File: src/rtl/seq_divider.sv
// Radix-2 sequential restoring divider: Q = A / B, R = A % B, one quotient bit per clock.
// Define DIV_SIGNED_EN for two's-complement operands; otherwise operands are unsigned.
module seq_divider #(
    parameter int WIDTH = 8
) (
    input  logic             clk,
    input  logic             rst,
    input  logic             valid,
    input  logic [WIDTH-1:0] A,
    input  logic [WIDTH-1:0] B,
    output logic             busy,
    output logic             done,
    output logic [WIDTH-1:0] Q,
    output logic [WIDTH-1:0] R,
    output logic             div_by_zero,
    output logic [7:0]       state
);

    localparam int CNT_W = $clog2(WIDTH);
    localparam logic [CNT_W-1:0] CNT_LAST = CNT_W'(WIDTH - 1);

    typedef enum logic [2:0] {
        S_IDLE = 3'd0,
        S_LOAD = 3'd1,
        S_ITER = 3'd2,
        S_FIX  = 3'd3,
        S_DONE = 3'd4
    } state_t;

    state_t r_state;
    state_t w_next;

    logic [WIDTH-1:0] r_a;
    logic [WIDTH-1:0] r_b;
    logic [WIDTH-1:0] r_bmag;
    logic [WIDTH-1:0] r_p;
    logic [WIDTH-1:0] r_qsr;
    logic [CNT_W-1:0] r_cnt;
    logic             r_sign_q;
    logic             r_sign_r;
    logic             r_dbz;

    logic             r_busy;
    logic             r_done;
    logic [7:0]       r_state_dbg;
    logic [WIDTH-1:0] r_q;
    logic [WIDTH-1:0] r_r;
    logic             r_div_by_zero;

    logic [WIDTH-1:0] w_a_mag;
    logic [WIDTH-1:0] w_b_mag;
    logic             w_sign_q;
    logic             w_sign_r;
    logic             w_b_zero;
    logic [WIDTH:0]   w_shift;
    logic             w_ge;
    logic [WIDTH-1:0] w_rem_next;
    logic [WIDTH-1:0] w_q_fix;
    logic [WIDTH-1:0] w_r_fix;

`ifdef DIV_SIGNED_EN
    function automatic logic [WIDTH-1:0] f_neg(input logic [WIDTH-1:0] v);
        return {WIDTH{1'b0}} - v;
    endfunction

    // The most negative value maps onto 2^(WIDTH-1), which still fits unsigned.
    function automatic logic [WIDTH-1:0] f_mag(input logic [WIDTH-1:0] v);
        return v[WIDTH-1] ? f_neg(v) : v;
    endfunction

    assign w_a_mag  = f_mag(r_a);
    assign w_b_mag  = f_mag(r_b);
    assign w_sign_q = r_a[WIDTH-1] ^ r_b[WIDTH-1];
    assign w_sign_r = r_a[WIDTH-1];
    assign w_q_fix  = r_sign_q ? f_neg(r_qsr) : r_qsr;
    assign w_r_fix  = r_sign_r ? f_neg(r_p) : r_p;
`else
    assign w_a_mag  = r_a;
    assign w_b_mag  = r_b;
    assign w_sign_q = 1'b0;
    assign w_sign_r = 1'b0;
    assign w_q_fix  = r_qsr;
    assign w_r_fix  = r_p;
`endif

    assign w_b_zero   = (r_b == {WIDTH{1'b0}});
    assign w_shift    = {r_p, r_qsr[WIDTH-1]};
    assign w_ge       = (w_shift >= {1'b0, r_bmag});
    // A successful trial subtraction always leaves less than |B|, so WIDTH bits suffice.
    assign w_rem_next = w_ge ? WIDTH'(w_shift - {1'b0, r_bmag}) : w_shift[WIDTH-1:0];

    // Next-state decode.
    always_comb begin
        w_next = r_state;
        case (r_state)
            S_IDLE: begin
                if (valid) begin
                    w_next = S_LOAD;
                end else begin
                    w_next = S_IDLE;
                end
            end
            S_LOAD: begin
                if (w_b_zero) begin
                    w_next = S_FIX;
                end else begin
                    w_next = S_ITER;
                end
            end
            S_ITER: begin
                if (r_cnt == CNT_LAST) begin
                    w_next = S_FIX;
                end else begin
                    w_next = S_ITER;
                end
            end
            S_FIX:   w_next = S_DONE;
            S_DONE:  w_next = S_IDLE;
            default: w_next = S_IDLE;
        endcase
    end

    // State register with registered status outputs decoded from the next state.
    always_ff @(posedge clk or negedge rst) begin
        if (!rst) begin
            r_state     <= S_IDLE;
            r_busy      <= 1'b0;
            r_done      <= 1'b0;
            r_state_dbg <= 8'h00;
        end else begin
            r_state     <= w_next;
            r_busy      <= (w_next != S_IDLE);
            r_done      <= (w_next == S_DONE);
            r_state_dbg <= {5'b00000, w_next};
        end
    end

    // Operand latch, magnitude load and restoring iteration.
    always_ff @(posedge clk or negedge rst) begin
        if (!rst) begin
            r_a      <= {WIDTH{1'b0}};
            r_b      <= {WIDTH{1'b0}};
            r_bmag   <= {WIDTH{1'b0}};
            r_p      <= {WIDTH{1'b0}};
            r_qsr    <= {WIDTH{1'b0}};
            r_cnt    <= {CNT_W{1'b0}};
            r_sign_q <= 1'b0;
            r_sign_r <= 1'b0;
            r_dbz    <= 1'b0;
        end else begin
            case (r_state)
                S_IDLE: begin
                    if (valid) begin
                        r_a <= A;
                        r_b <= B;
                    end
                end
                S_LOAD: begin
                    r_p      <= {WIDTH{1'b0}};
                    r_qsr    <= w_a_mag;
                    r_bmag   <= w_b_mag;
                    r_sign_q <= w_sign_q;
                    r_sign_r <= w_sign_r;
                    r_dbz    <= w_b_zero;
                    r_cnt    <= {CNT_W{1'b0}};
                end
                S_ITER: begin
                    r_p   <= w_rem_next;
                    r_qsr <= {r_qsr[WIDTH-2:0], w_ge};
                    r_cnt <= r_cnt + CNT_W'(1);
                end
                default: begin
                end
            endcase
        end
    end

    // Result registers, written only in FIX.
    always_ff @(posedge clk or negedge rst) begin
        if (!rst) begin
            r_q           <= {WIDTH{1'b0}};
            r_r           <= {WIDTH{1'b0}};
            r_div_by_zero <= 1'b0;
        end else if (r_state == S_FIX) begin
            if (r_dbz) begin
                r_q           <= {WIDTH{1'b1}};
                r_r           <= r_a;
                r_div_by_zero <= 1'b1;
            end else begin
                r_q           <= w_q_fix;
                r_r           <= w_r_fix;
                r_div_by_zero <= 1'b0;
            end
        end else begin
            r_q           <= r_q;
            r_r           <= r_r;
            r_div_by_zero <= r_div_by_zero;
        end
    end

    assign busy        = r_busy;
    assign done        = r_done;
    assign Q           = r_q;
    assign R           = r_r;
    assign div_by_zero = r_div_by_zero;
    assign state       = r_state_dbg;

endmodule
File: config.mk
export PLATFORM = sky130hd
export DESIGN_NAME = seq_divider
export DESIGN_NICKNAME = d
export VERILOG_FILES = /design/src/rtl/seq_divider.sv
export SDC_FILE = /design/constraint.sdc
export NUM_CORES = 1
export LEC_CHECK = 0
export ABC_AREA = 1
export BUFFER_PORTS_ARGS = -buffer_cell sky130_fd_sc_hd__buf_4
export CAP_MARGIN = 20
export CORE_MARGIN = 2
export CORE_UTILIZATION = 40
export DETAILED_ROUTE_END_ITERATION = 16
export GPL_ROUTABILITY_DRIVEN = 0
export GPL_TIMING_DRIVEN = 0
export PLACE_DENSITY = 0.6
export SYNTH_ARGS = -nofsm -noshare
export SYNTH_HDL_FRONTEND = slang
export SYNTH_SLANG_ARGS = --single-unit
File: constraint.sdc
create_clock -name clk -period 1.8 [get_ports clk]
set_input_delay 0.09 -clock clk [delete_from_list [all_inputs] [get_ports clk]]
set_output_delay 0.09 -clock clk [all_outputs]
set_load 0.05 [all_outputs]
# After elaboration in Yosys (flattened, before gate mapping)
# Cells that the tools add are included.
# word_totals
register_bits	66
in_bits	19
# classes
add_sub_neg	2
order_cmp	1
eq_ne	5
mux	11
reduce_logical	5
# ops
op	n
$pmux 8 s2	2
$mux 8	3
$pmux 3 s4	1
$ge 9x8->1	1
$logic_not 8->1	1
$sub 8x8->8	1
$eq 3x2->1 const B	2
$eq 3x3->1 const B	2
$pmux 3 s2	1
$mux 1	4
$add 3x1->3 const B	1
$eq 3x1->1 const B	1
$logic_not 3->1	1
$reduce_bool 3->1	1
$reduce_and 2->1	1
$reduce_bool 2->1	1

# Longest topological paths before layout
# Gate-level depths: netlist of the first run.
# depth
ltp_word	4
ltp_mapped	13
mapped_depth_nobuf	13

# Least setup slack after synthesis of the first run
# Ideal clock, no wire load.
# synth_timing
path_kind	register -> register
startpoint	register r_p[2]
endpoint	register r_qsr[0]
t_arrival_ns	1.436
required_time_ns	1.680
setup_slack_ns	0.243
stages_incl_launch_ff	10
n_path_buf	0
period_less_slack_ns	1.557
cell_sequence	dfrtp_1 ha_1 nand2_1 nor2_2 nand3_2 nand2_2 nor2_4 nand2_4 o21ai_1 nand2_1
# synth_via
elab_chain_cells	2
# synth_rtl
element	line_no	rtl
from (decl)	36	logic [WIDTH-1:0] r_p;
from (signal assigned)	144	r_p <= {WIDTH{1'b0}};
from (signal assigned)	159	r_p <= {WIDTH{1'b0}};
from (signal assigned)	168	r_p <= w_rem_next;
$ge 9x8->1	88	assign w_ge = (w_shift >= {1'b0, r_bmag});
$pmux 8 s2	151	case (r_state)
to (signal assigned)	145	r_qsr <= {WIDTH{1'b0}};
to (signal assigned)	160	r_qsr <= w_a_mag;
to (signal assigned)	169	r_qsr <= {r_qsr[WIDTH-2:0], w_ge};
to (decl)	37	logic [WIDTH-1:0] r_qsr;
# No other way between the ends.
# A chain may end at the register's enable or synchronous reset.

# Final worst setup path of the first run
# layout_timing
startpoint	register r_bmag[7]
endpoint	register r_qsr[0]
# layout_via
elab_chain_cells	2
# layout_rtl
element	line_no	rtl
from (decl)	35	logic [WIDTH-1:0] r_bmag;
from (signal assigned)	143	r_bmag <= {WIDTH{1'b0}};
from (signal assigned)	161	r_bmag <= w_b_mag;
$ge 9x8->1	88	
$pmux 8 s2	151	
# No other way between the ends.

==> implementation parameters, run 1 <==
Parameter                              Value

Detailed routing
  Routed wire length    7580 um
  Overall via count from detail_route    2701
  Average vias per placed instance    4.80
  Number of optimization iterations in the first detailed-route pass    4
  First-iteration detailed-routing DRC count    99
  Remaining antenna violation count after routing    0
  DRC violations left    0
  Average wire length per cell after detail routing    13.5 um

Yosys
  Simple-gate portion of the synthesized area    0.223
  Unique masters post-synth    31
  Post-synth top area share    0.509
  EDFF count, synth    0
  Cell area after technology mapping    0.00325 mm^2
  Gate count of the mapped netlist    389
  Number of synthesized register bits    66
  Most common flop cell mapped by yosys    sky130_fd_sc_hd__dfrtp_1
  XOR/XNOR share of the synthesized area    0.00809
  Register area share after synthesis    0.509
  Largest family of logic cells by synthesized area    simple AND/OR/NAND/NOR gates
  Mean instance size in the synthesized netlist    8.35 um^2
  Share of synthesized registers carrying an async set or reset    1.00
  Compound-Gate Fraction of Synth Area    0.113
  Leading area contributor after synthesis    sky130_fd_sc_hd__dfrtp_1
  Adder-cell share of the synthesized area    0.0447
  Portion of netlist area occupied by mux cells    0.00347
  Count of warnings emitted by yosys    0
  Cells taking the most area after synthesis    sky130_fd_sc_hd__dfrtp_1 (51%), sky130_fd_sc_hd__nand2_1 (9.1%), sky130_fd_sc_hd__inv_1 (6.1%), sky130_fd_sc_hd__nor2_1 (5.0%), sky130_fd_sc_hd__a21oi_1 (4.0%)

Timing
  Sum of negative setup slack    0 ns
  Final period demand of the worst path    1.68 ns
  Number of hold violations in the final report    0
  Worst-case hold slack    0.0145 ns
  Worst Max-Slew Pin Slew    0.807 ns
  Setup violation total in the final timing report    0
  Final slew viol count    0
  Share of the clock period used by the worst path    0.936
  Max transition margin    0.462
  Maximum clock skew at final layout    0.0111 ns
  Highest clock frequency the design can meet    0.594 GHz

Worst setup path
  Start of the worst register-to-register path    r_bmag[7]
  Setup Crit Path Kind    reg -> reg
  Category of the worst setup path capture point    register
  R2R Setup Slk    0.12 ns
  Number of cells on the worst reg-to-reg path    10
  Nature of the critical path startpoint    register
  Arrival time at the worst endpoint    1.91 ns
  Worst reg2reg path endpoint    r_qsr[0]
  Data required time at the worst endpoint    2.03 ns
  Largest fanout of any net on the critical path    6

Clocking
  Maximum clock path buffer count    2
  Num CTS Buffers    9
  CTS root buffer    sky130_fd_sc_hd__clkbuf_8
  TritonCTS clock tree    done
  H-tree level count    3
  Clock edge transition at the registers on the reported setup and hold paths    0.08 ns
  Number of clock sinks    66
  Worst-skew pair later-pin latency    0.34 ns

Min path
  Hold Path Cell Cnt    3
  Worst Hold Path EP    r_b[0]
  Type of the most critical hold path    in -> reg
  Hold Path Origin    B[0]

GRT
  Initial antenna violation count    0
  Residual overflow from global routing    0
  Number of global-route vias before repair    2569
  Maximum number of pins on one net before global-route repair    67
  Gr usage total    0.184
  Wire length of the first global-routing pass    12400 um

Floorplan
  Floorplan core area    0.00781 mm^2
  Initial core utilization    0.416
  Total die area    0.00885 mm^2
  Chip Height    94.1 um
  Top Ports    46
  Width of the die    94.1 um
  Number of standard-cell rows in the floorplan    32

Final layout
  Most frequent cells in the layout    sky130_fd_sc_hd__nand2_1 (78), sky130_fd_sc_hd__dfrtp_1 (66), sky130_fd_sc_hd__inv_1 (50), sky130_fd_sc_hd__buf_4 (48), sky130_fd_sc_hd__nor2_1 (43)
  Layout overhead on the synthesized area    26.3%
  Post-route insts no fill    563
  Leading cell type in the layout, fill and taps excluded    sky130_fd_sc_hd__nand2_1
  NumNets Final    486
  Number of diodes added for antenna fixing    0
  Final Util    0.525
  Share of layout cells above drive strength 1    0.228

Placement
  IO Port Bufs    40
  Placed cell count    535
  Detail Placement HPWL    5560 um

Power
  Leakage power    0.00211 uW
  Power per cell area    2210 mW/mm^2
  Maximum resistive drop on vdd    1.03 mV

Flow run
  Number of maximum-capacitance constraint violations    0

Run status
  Outcome    complete, no violations
state kept, by name, summed over array words and instances (netlist names), 3 cells and up:
register  cells
r_bmag        8
Q             8
r_b           8
state         3
r_p           8
r_a           8
r_qsr         8
R             8
r_cnt         3
worst max-delay path: stages (launching register included):
cell and delay, ns:
sky130_fd_sc_hd__dfrtp_1 0.38, sky130_fd_sc_hd__inv_1 0.14, sky130_fd_sc_hd__ha_4 0.23, sky130_fd_sc_hd__inv_2 0.10
sky130_fd_sc_hd__nor2_1 0.07, sky130_fd_sc_hd__nand3_2 0.06, sky130_fd_sc_hd__nand2_2 0.08, sky130_fd_sc_hd__nor2_4 0.23
sky130_fd_sc_hd__nand2_4 0.10, sky130_fd_sc_hd__o21ai_1 0.13, sky130_fd_sc_hd__nand2_1 0.06
power breakdown:
| part | internal [uW] | switching (uW) | total (uW) |
|---|---|---|---|
| logic | 1770 | 3240 | 5010 |
| registers | 2200 | 503 | 2710 |
| clock network | 785 | 572 | 1360 |
area by class of cell:
| class | instances | area, um^2 |
|---|---|---|
| flip-flops and latches | 66 | 1650 |
| inverters | 58 | 218 |
| repair buffers | 50 | 398 |
| multi-input cells | 255 | 1390 |
| plain buffers | 16 | 101 |
| clock inverters | 6 | 90.1 |
| fillers | 772 | 3710 |
| well taps | 102 | 128 |
| clock buffers | 10 | 128 |
worst max-delay path by stage:
| stage | startpoint | endpoint | slack, ns | cells after the start |
|---|---|---|---|---|
| finish | r_bmag[7] | r_qsr[0] | 0.12 | 10 |
| detailed placement | r_p[2] | r_qsr[0] | 0.06 | 9 |
| global route | r_bmag[7] | r_qsr[0] | -0.02 | 10 |
| global placement | r_p[2] | r_qsr[0] | 0.08 | 9 |
| CTS | r_p[2] | r_qsr[0] | 0.05 | 9 |
| floorplan | r_p[2] | r_qsr[0] | 0.24 | 9 |
Yosys cell counts (3+ instances only):
cell type,number
sky130_fd_sc_hd__a21oi_1,26
sky130_fd_sc_hd__a31oi_1,8
sky130_fd_sc_hd__buf_2,6
sky130_fd_sc_hd__buf_4,7
sky130_fd_sc_hd__dfrtp_1,66
sky130_fd_sc_hd__ha_1,10
sky130_fd_sc_hd__inv_1,53
sky130_fd_sc_hd__inv_2,5
sky130_fd_sc_hd__nand2_1,79
sky130_fd_sc_hd__nand2_2,7
sky130_fd_sc_hd__nand3_1,21
sky130_fd_sc_hd__nand4_1,3
sky130_fd_sc_hd__nor2_1,43
sky130_fd_sc_hd__o21ai_0,6
sky130_fd_sc_hd__o21ai_1,26
per-layer routing:
metal | global-route usage | wire, um | share of wire
met5 | 0 | 0 | 0
met4 | 0.0507 | 93 | 0.012
met3 | 0.0457 | 286 | 0.038
met2 | 0.280 | 3480 | 0.46
met1 | 0.261 | 3720 | 0.49
timing repair:
| action | in CTS | in global routing |
|---|---|---|
| endpoints found under the setup margin | 0 | 9 |
| setup buffers | 0 | 1 |
| endpoints found under the hold margin | 74 | 0 |
| hold buffers | 9 | 0 |
| resized for setup | 0 | 14 |
logic make-up after synthesis:
group | after synthesis
AOI/OAI and AO/OA | 69
other | 1
and+or+nand+nor | 164
DFF | 66
muxes | 1
buffers and inverters | 74
adders and majority gates | 11
xor gates and xnor gates | 3
metrics by stage:
step	setup WS (ns)	area, um^2	total power [uW]
after floorplan	0.243	3260	6140
after global placement	0.0757	3690	7290
after detailed placement	0.0574	3690	7410
after CTS	0.0522	4000	8790
after global routing	-0.0156	4100	9840
final	0.115	4100	9070
Power figures use the tool's default switching activity.
==> inputs of run 2 (changes only) <==
- ABC_AREA: 1 -> unset
==> run 2 against run 1 <==
The run now ends with setup timing left. Synthesized cell count decreased by 19%. Combinational power about the same. Via count decreased by 3.1%. Core utilization increased by 2.7 points. Die area increased by 0.11%. Register-to-register slack got worse by 0.30 ns. First-iteration DRC count increased by 61%. Design area increased by 5.1%.
==> implementation parameters, run 2 <==
Parameter                              Value

Run status
  Outcome    finished, violations left
  Failing checks    setup timing

Floorplan
  Floorplan core area    0.00781 mm^2 (unchanged)
  Total die area    0.00886 mm^2 (+0.11%)
  Width of the die    94.1 um (about the same)
  Chip Height    94.1 um (about the same)
  Number of standard-cell rows in the floorplan    32 (unchanged)
  Initial core utilization    0.416 (+0.000481)
  Top Ports    46 (unchanged)

GRT
  Gr usage total    0.196 (+0.0123)
  Residual overflow from global routing    0 (unchanged)
  Number of global-route vias before repair    2593 (+0.93%)
  Maximum number of pins on one net before global-route repair    67 (unchanged)
  Wire length of the first global-routing pass    13200 um (+5.9%)
  Initial antenna violation count    0 (unchanged)

Yosys
  Most common flop cell mapped by yosys    sky130_fd_sc_hd__dfrtp_1
  Leading area contributor after synthesis    sky130_fd_sc_hd__dfrtp_1
  Unique masters post-synth    37 (+19%)
  EDFF count, synth    0 (unchanged)
  Mean instance size in the synthesized netlist    10.3 um^2 (+23%)
  Cell area after technology mapping    0.00325 mm^2 (+0.12%)
  Count of warnings emitted by yosys    0 (unchanged)
  List of most frequent post-synthesis cells    sky130_fd_sc_hd__dfrtp_1 (66), sky130_fd_sc_hd__nand2_1 (54), sky130_fd_sc_hd__o21ai_0 (40), sky130_fd_sc_hd__nor2_1 (20)
  Share of synthesized registers carrying an async set or reset    1.00 (unchanged)
  Gate count of the mapped netlist    316 (-19%)
  Number of synthesized register bits    66 (unchanged)
  Most frequently used cell type in the post-synthesis netlist    sky130_fd_sc_hd__dfrtp_1
  Post-synth top area share    0.508 (-0.000587)
  Cells taking the most area after synthesis    sky130_fd_sc_hd__dfrtp_1 (51%), sky130_fd_sc_hd__nand2_1 (6.2%), sky130_fd_sc_hd__o21ai_0 (6.2%), sky130_fd_sc_hd__mux2_2 (5.9%), sky130_fd_sc_hd__mux2i_1 (5.2%)
  Register area share after synthesis    0.508 (-0.000587)

Worst setup path
  Setup Crit Path Kind    reg -> reg
  Data required time at the worst endpoint    2.04 ns (about the same)
  Launch point of the critical path    r_p[5]
  Arrival time at the worst endpoint    2.23 ns (+0.32 ns)
  Number of cells on the worst reg-to-reg path    8 (-2)
  Category of the worst setup path capture point    register
  Start of the worst register-to-register path    r_p[5]
  Worst reg2reg path endpoint    r_p[0]
  Nature of the critical path startpoint    register
  Largest fanout of any net on the critical path    8 (+2)
  R2R Setup Slk    -0.19 ns (-0.30 ns)

Clocking
  CTS root buffer    sky130_fd_sc_hd__clkbuf_8
  Clock edge transition at the registers on the reported setup and hold paths    0.08 ns (about the same)
  Num CTS Buffers    9 (unchanged)
  Worst-skew pair later-pin latency    0.34 ns (about the same)
  H-tree level count    3 (unchanged)
  Maximum clock path buffer count    2 (unchanged)
  Number of clock sinks    66 (unchanged)
  TritonCTS clock tree    done

Detailed routing
  Remaining antenna violation count after routing    0 (unchanged)
  First-iteration detailed-routing DRC count    159 (+61%)
  DRC violations left    0 (unchanged)
  Number of optimization iterations in the first detailed-route pass    4 (unchanged)
  Overall via count from detail_route    2617 (-3.1%)
  Average vias per placed instance    5.15 (+7.4%)
  Routed wire length    8090 um (+6.7%)
  Average wire length per cell after detail routing    15.9 um (+18%)

Final layout
  Most frequent cells in the layout    sky130_fd_sc_hd__dfrtp_1 (61), sky130_fd_sc_hd__buf_4 (58), sky130_fd_sc_hd__nand2_1 (53), sky130_fd_sc_hd__o21ai_0 (39), sky130_fd_sc_hd__nor2_1 (19)
  Layout overhead on the synthesized area    32.6%
  Leading cell type in the layout, fill and taps excluded    sky130_fd_sc_hd__dfrtp_1
  Post-Layout Inst Area    0.00431 mm^2 (+5.1%)
  Post-route insts no fill    508 (-9.8%)
  Area of the multi-input gates    0.00153 mm^2 (+10%)
  Filler cells    738 (-4.4%)
  Share of layout cells above drive strength 1    0.308 (+0.0801)
  Total area of sequential cells    0.00166 mm^2 (+0.38%)
  NumNets Final    431 (-11%)
  Number of diodes added for antenna fixing    0 (unchanged)

Timing
  Maximum clock skew at final layout    0.0109 ns (-0.000155 ns)
  Final period demand of the worst path    1.99 ns (+0.302 ns)
  Sum of negative setup slack    -1.14 ns (-1.14 ns)
  Max transition margin    0.450 (-0.0119)
  RSZ-0062 raised after global routing    true
  Setup violation total in the final timing report    8 (+8)
  Share of the clock period used by the worst path    1.10 (+0.168)
  Highest clock frequency the design can meet    0.503 GHz (-15%)
  Post-route worst setup slack    -0.187 ns (-0.302 ns)
  Number of hold violations in the final report    0 (unchanged)
  Final slew viol count    0 (unchanged)
  Worst Max-Slew Pin Slew    0.825 ns (+0.0178 ns)

Min path
  Type of the most critical hold path    in -> async

Placement
  IO Port Bufs    40 (unchanged)
  Placed cell count    462 (-14%)
  Worst setup slack after placement    -0.309 ns (-0.366 ns)
  Detail Placement HPWL    5290 um (-4.8%)
  Post-Place Cell Area    0.00373 mm^2 (+1.1%)

Power
  Maximum resistive drop on vdd    1.04 mV (+0.85%)
  Total power    9110 uW (+0.45%)
  Leakage power    0.00195 uW (-7.3%)
  Power per cell area    2110 mW/mm^2 (-4.4%)

Flow run
  Number of maximum-capacitance constraint violations    0 (unchanged)
==> run 2: cell types whose count changed after synthesis, sizes merged, moves of 7 or more <==
cell    before  now
a21oi       26    7
clkbuf       2    9
inv         58   15
mux2         1   17
mux2i        0   17
nand2       88   54
nand3       23    2
nor2        47   20
o211ai       0   10
o21ai       32   40
==> run 2: worst max-delay path by stage <==
stage              to  slack (ns)  cells after the start
4_1_cts        r_p[0]       -0.19                      9
3_5_place_dp   r_p[0]       -0.31                      8
5_1_grt        r_p[0]       -0.28                      9
3_3_place_gp   r_p[0]       -0.30                      8
6_report       r_p[0]       -0.19                      8
2_1_floorplan  r_p[0]       -0.14                      9
==> run 2: metrics by stage <==
step | utilization | hold slack, ns
floorplan | - | -0.206
global placement | 0.478 | 0.253
detailed placement | 0.478 | 0.248
CTS | 0.547 | 0.417
global route | 0.552 | 0.468
finish | 0.552 | 0.383
==> run 2: critical path, cell delays in order, from the launching register on <==
cell,delay (ns)
sky130_fd_sc_hd__dfrtp_2,0.43
sky130_fd_sc_hd__ha_4,0.25
sky130_fd_sc_hd__a21oi_4,0.16
sky130_fd_sc_hd__nand2_2,0.07
sky130_fd_sc_hd__a211o_1,0.26
sky130_fd_sc_hd__buf_6,0.13
sky130_fd_sc_hd__or2_1,0.21
sky130_fd_sc_hd__buf_6,0.15
sky130_fd_sc_hd__o311ai_4,0.21
==> run 2: kinds of logic after synthesis <==
group           synth area share
fa+ha+maj                 0.0446
other cells              0.00115
xor+xnor                 0.00539
buf+inv                   0.0581
flops                      0.508
mux                        0.111
compound gates             0.144
simple gates               0.128
==> run 2: repair_timing <==
action	CTS	global route
hold endpoints to repair	83	0
endpoints found under the setup margin	22	16
pin swaps	5	4
cloned	0	0
hold buffers	18	0
resized for setup	17	8
setup buffers	8	4
==> run 2: final cells by class <==
class / count / share of cell area
sequential: 66 / 0.385
multi-input combinational: 217 / 0.354
timing repair buffer: 70 / 0.132
buffer: 22 / 0.0334
clock buffer: 10 / 0.0319
tap: 102 / 0.0296
clock inverter: 6 / 0.0209
inverter: 15 / 0.0131
==> run 2: per-layer routing <==
metal | vias up | track usage | share of wire
met4 | 0 | 0.0471 | 0.0031
li1 | 1253 | - | -
met3 | 2 | 0.0377 | 0.030
met1 | 1310 | 0.268 | 0.46
met2 | 52 | 0.322 | 0.51
met5 | - | 0 | 0
==> run 2: report_power, final <==
part | switching, uW | leakage [uW] | internal, uW
sequential | 520 | 0.000822 | 2160
combinational | 2900 | 0.00102 | 2120
clock | 601 | 0.000112 | 820
total | 4020 | 0.00195 | 5090
==> inputs of run 3 (changes only) <==
- CORE_UTILIZATION: 40 -> 57
- PLACE_DENSITY: 0.6 -> 0.8
==> run 3 against run 2 <==
Non-clock buffer count fell by 2. Highest routed layer unchanged. Clock power fell by 13%. The flow still finishes with violations (setup timing). Global-route usage rose by 8.4 points. Largest power group unchanged. Worst hold slack got worse by 0.016 ns. Sequential power barely moved. Power fell by 1.7%. Fmax fell by 1.8%. Clock skew fell by 0.0039 ns. Register-to-register slack got worse by 0.04 ns.
==> implementation parameters, run 3 (synthesis gave the netlist of run 2 again) <==
Parameter                              Value

Power
  Power per cell area    2120 mW/mm^2 (+0.22%)
  Maximum resistive drop on vdd    1.28 mV (+23%)
  Leakage power    0.00192 uW (-1.8%)

Clocking
  Maximum clock path buffer count    2 (unchanged)
  Num CTS Buffers    9 (unchanged)
  Worst-skew pair later-pin latency    0.36 ns (+0.02 ns)
  Clock edge transition at the registers on the reported setup and hold paths    0.07 ns (about the same)
  Number of clock sinks    66 (unchanged)
  TritonCTS clock tree    done
  H-tree level count    3 (unchanged)
  CTS root buffer    sky130_fd_sc_hd__clkbuf_8

Floorplan
  Number of standard-cell rows in the floorplan    27 (-16%)
  Floorplan core area    0.00551 mm^2 (-29%)
  Top Ports    46 (unchanged)
  Width of the die    79.5 um (-16%)
  Total die area    0.00632 mm^2 (-29%)
  Chip Height    79.5 um (-16%)
  Initial core utilization    0.590 (+0.174)

Final layout
  Leading cell type in the layout, fill and taps excluded    sky130_fd_sc_hd__dfrtp_1
  Most frequent cells in the layout    sky130_fd_sc_hd__dfrtp_1 (60), sky130_fd_sc_hd__buf_4 (57), sky130_fd_sc_hd__nand2_1 (53), sky130_fd_sc_hd__o21ai_0 (38), sky130_fd_sc_hd__nor2_1 (20)
  Layout overhead on the synthesized area    30.1%
  Post-route insts no fill    476 (-6.3%)
  Final Util    0.768 (+0.216)
  Number of diodes added for antenna fixing    0 (unchanged)
  NumNets Final    429 (-0.46%)
  Share of layout cells above drive strength 1    0.304 (-0.00343)

Worst setup path
  Crit-path max cell delay    0.43 ns (about the same)
  Nature of the critical path startpoint    register
  Slowest stage cell on the critical path    sky130_fd_sc_hd__dfrtp_1
  Data required time at the worst endpoint    2.06 ns (+0.02 ns)
  Cells traversed along the worst timing path    ha_1, nand2b_1, a21oi_4, o21a_1, buf_6, or2_1, buf_6, o311ai_4
  Category of the worst setup path capture point    register
  Arrival time at the worst endpoint    2.28 ns (+0.05 ns)
  Largest fanout of any net on the critical path    8 (unchanged)
  Setup Crit Path Kind    reg -> reg
  Cell with the most instances on the worst path    sky130_fd_sc_hd__buf_6

Flow run
  Number of maximum-capacitance constraint violations    0 (unchanged)

Min path
  Type of the most critical hold path    in -> async

Timing
  Final slew viol count    0 (unchanged)
  Final period demand of the worst path    2.02 ns (+0.0354 ns)
  Post-route worst setup slack    -0.223 ns (-0.0354 ns)
  Max transition margin    0.465 (+0.0156)
  Worst-case hold slack    0.367 ns (-0.0155 ns)
  Highest clock frequency the design can meet    0.494 GHz (-1.8%)
  Worst Max-Slew Pin Slew    0.802 ns (-0.0233 ns)
  Number of hold violations in the final report    0 (unchanged)
  Maximum clock skew at final layout    0.00705 ns (-0.00386 ns)
  Setup violation total in the final timing report    8 (unchanged)
  Share of the clock period used by the worst path    1.12 (+0.0197)
  RSZ-0062 raised after global routing    true

Detailed routing
  First-iteration detailed-routing DRC count    153 (-3.8%)
  Average wire length per cell after detail routing    17.1 um (+7.1%)
  DRC violations left    0 (unchanged)
  Number of optimization iterations in the first detailed-route pass    4 (unchanged)
  Overall via count from detail_route    2672 (+2.1%)
  Routed wire length    8120 um (+0.38%)
  Remaining antenna violation count after routing    0 (unchanged)
  Average vias per placed instance    5.61 (+9.0%)

GRT
  Number of global-route vias before repair    2633 (+1.5%)
  Residual overflow from global routing    0 (unchanged)
  Initial antenna violation count    0 (unchanged)
  Maximum number of pins on one net before global-route repair    67 (unchanged)
  Gr usage total    0.280 (+0.0836)
  Wire length of the first global-routing pass    13000 um (-1.2%)

Placement
  Detail Placement HPWL    5270 um (-0.36%)
  IO Port Bufs    40 (unchanged)
  Placed cell count    432 (-6.5%)

Run status
  Outcome    finished, violations left
  Failing checks    setup timing
[run 3: changes by cell type in the layout (fill, tap and decap cells not counted), sizes merged]
cell,change
clkinv,-1
bufinv,-1
clkbuf,+1
clkinvlp,+1
buf,-2
[run 3: cell type report]
cell class	count	area, um^2
multi-input combinational	217	1550
timing repair buffer	70	568
clock buffer	11	131
clock inverter	5	55.1
sequential	66	1660
tap	72	90.1
inverter	15	56.3
fill	370	1280
buffer	20	120
[run 3: critical path: cells and delay by family, from the launching register on]
kind / cells / cell delay [ns]
flops: 1 / 0.43
compound gates: 3 / 0.49
simple gates: 2 / 0.40
buf+inv: 2 / 0.28
fa+ha+maj: 1 / 0.34
[run 3: report_power, final]
part           switching [uW]  internal (uW)  leakage, uW
registers                 553           2160     0.000820
logic                    2930           2080      0.00101
clock network             596            636    0.0000893
[run 3: layer usage]
metal / vias up / part of all wire / wire [um] / GRT usage
met5: - / 0 / 0 / 0
met4: 0 / 0.029 / 234 / 0.164
met3: 18 / 0.054 / 441 / 0.0486
met2: 89 / 0.50 / 4090 / 0.450
met1: 1313 / 0.41 / 3350 / 0.356
li1: 1252 / - / - / -
[run 3: stage by stage]
stage	total power (uW)	setup WS, ns	instance area, um^2	setup TNS [ns]
floorplan	5950	-0.140	3300	-0.755
global route	9520	-0.290	4230	-2.12
CTS	8690	-0.175	4150	-1.13
global placement	6950	-0.297	3690	-2.68
finish	8960	-0.223	4230	-1.52
detailed placement	7130	-0.324	3690	-2.85
[run 3: final timing paths]
check / from / end / slack (ns) / cells past startpoint
setup / recovery: r_p[0] / r_p[1] / -0.22 / 8
hold / removal: rst / r_cnt[1] / 0.37 / 2
setup reg to reg: r_p[0] / r_p[1] / -0.22 / 8
hold reg to reg: R[2] / R[2] / 0.48 / 2
max in group asynchronous: rst / r_p[5] / 0.86 / 2
min in group clk: R[2] / R[2] / 0.48 / 2
[run 3: repair_timing]
item,in CTS,in global routing
setup buffers,5,6
gates cloned,0,1
hold buffers,18,0
hold endpoints to repair,83,0
resized for setup,15,12
pin swaps,3,12
setup endpoints to repair,18,18
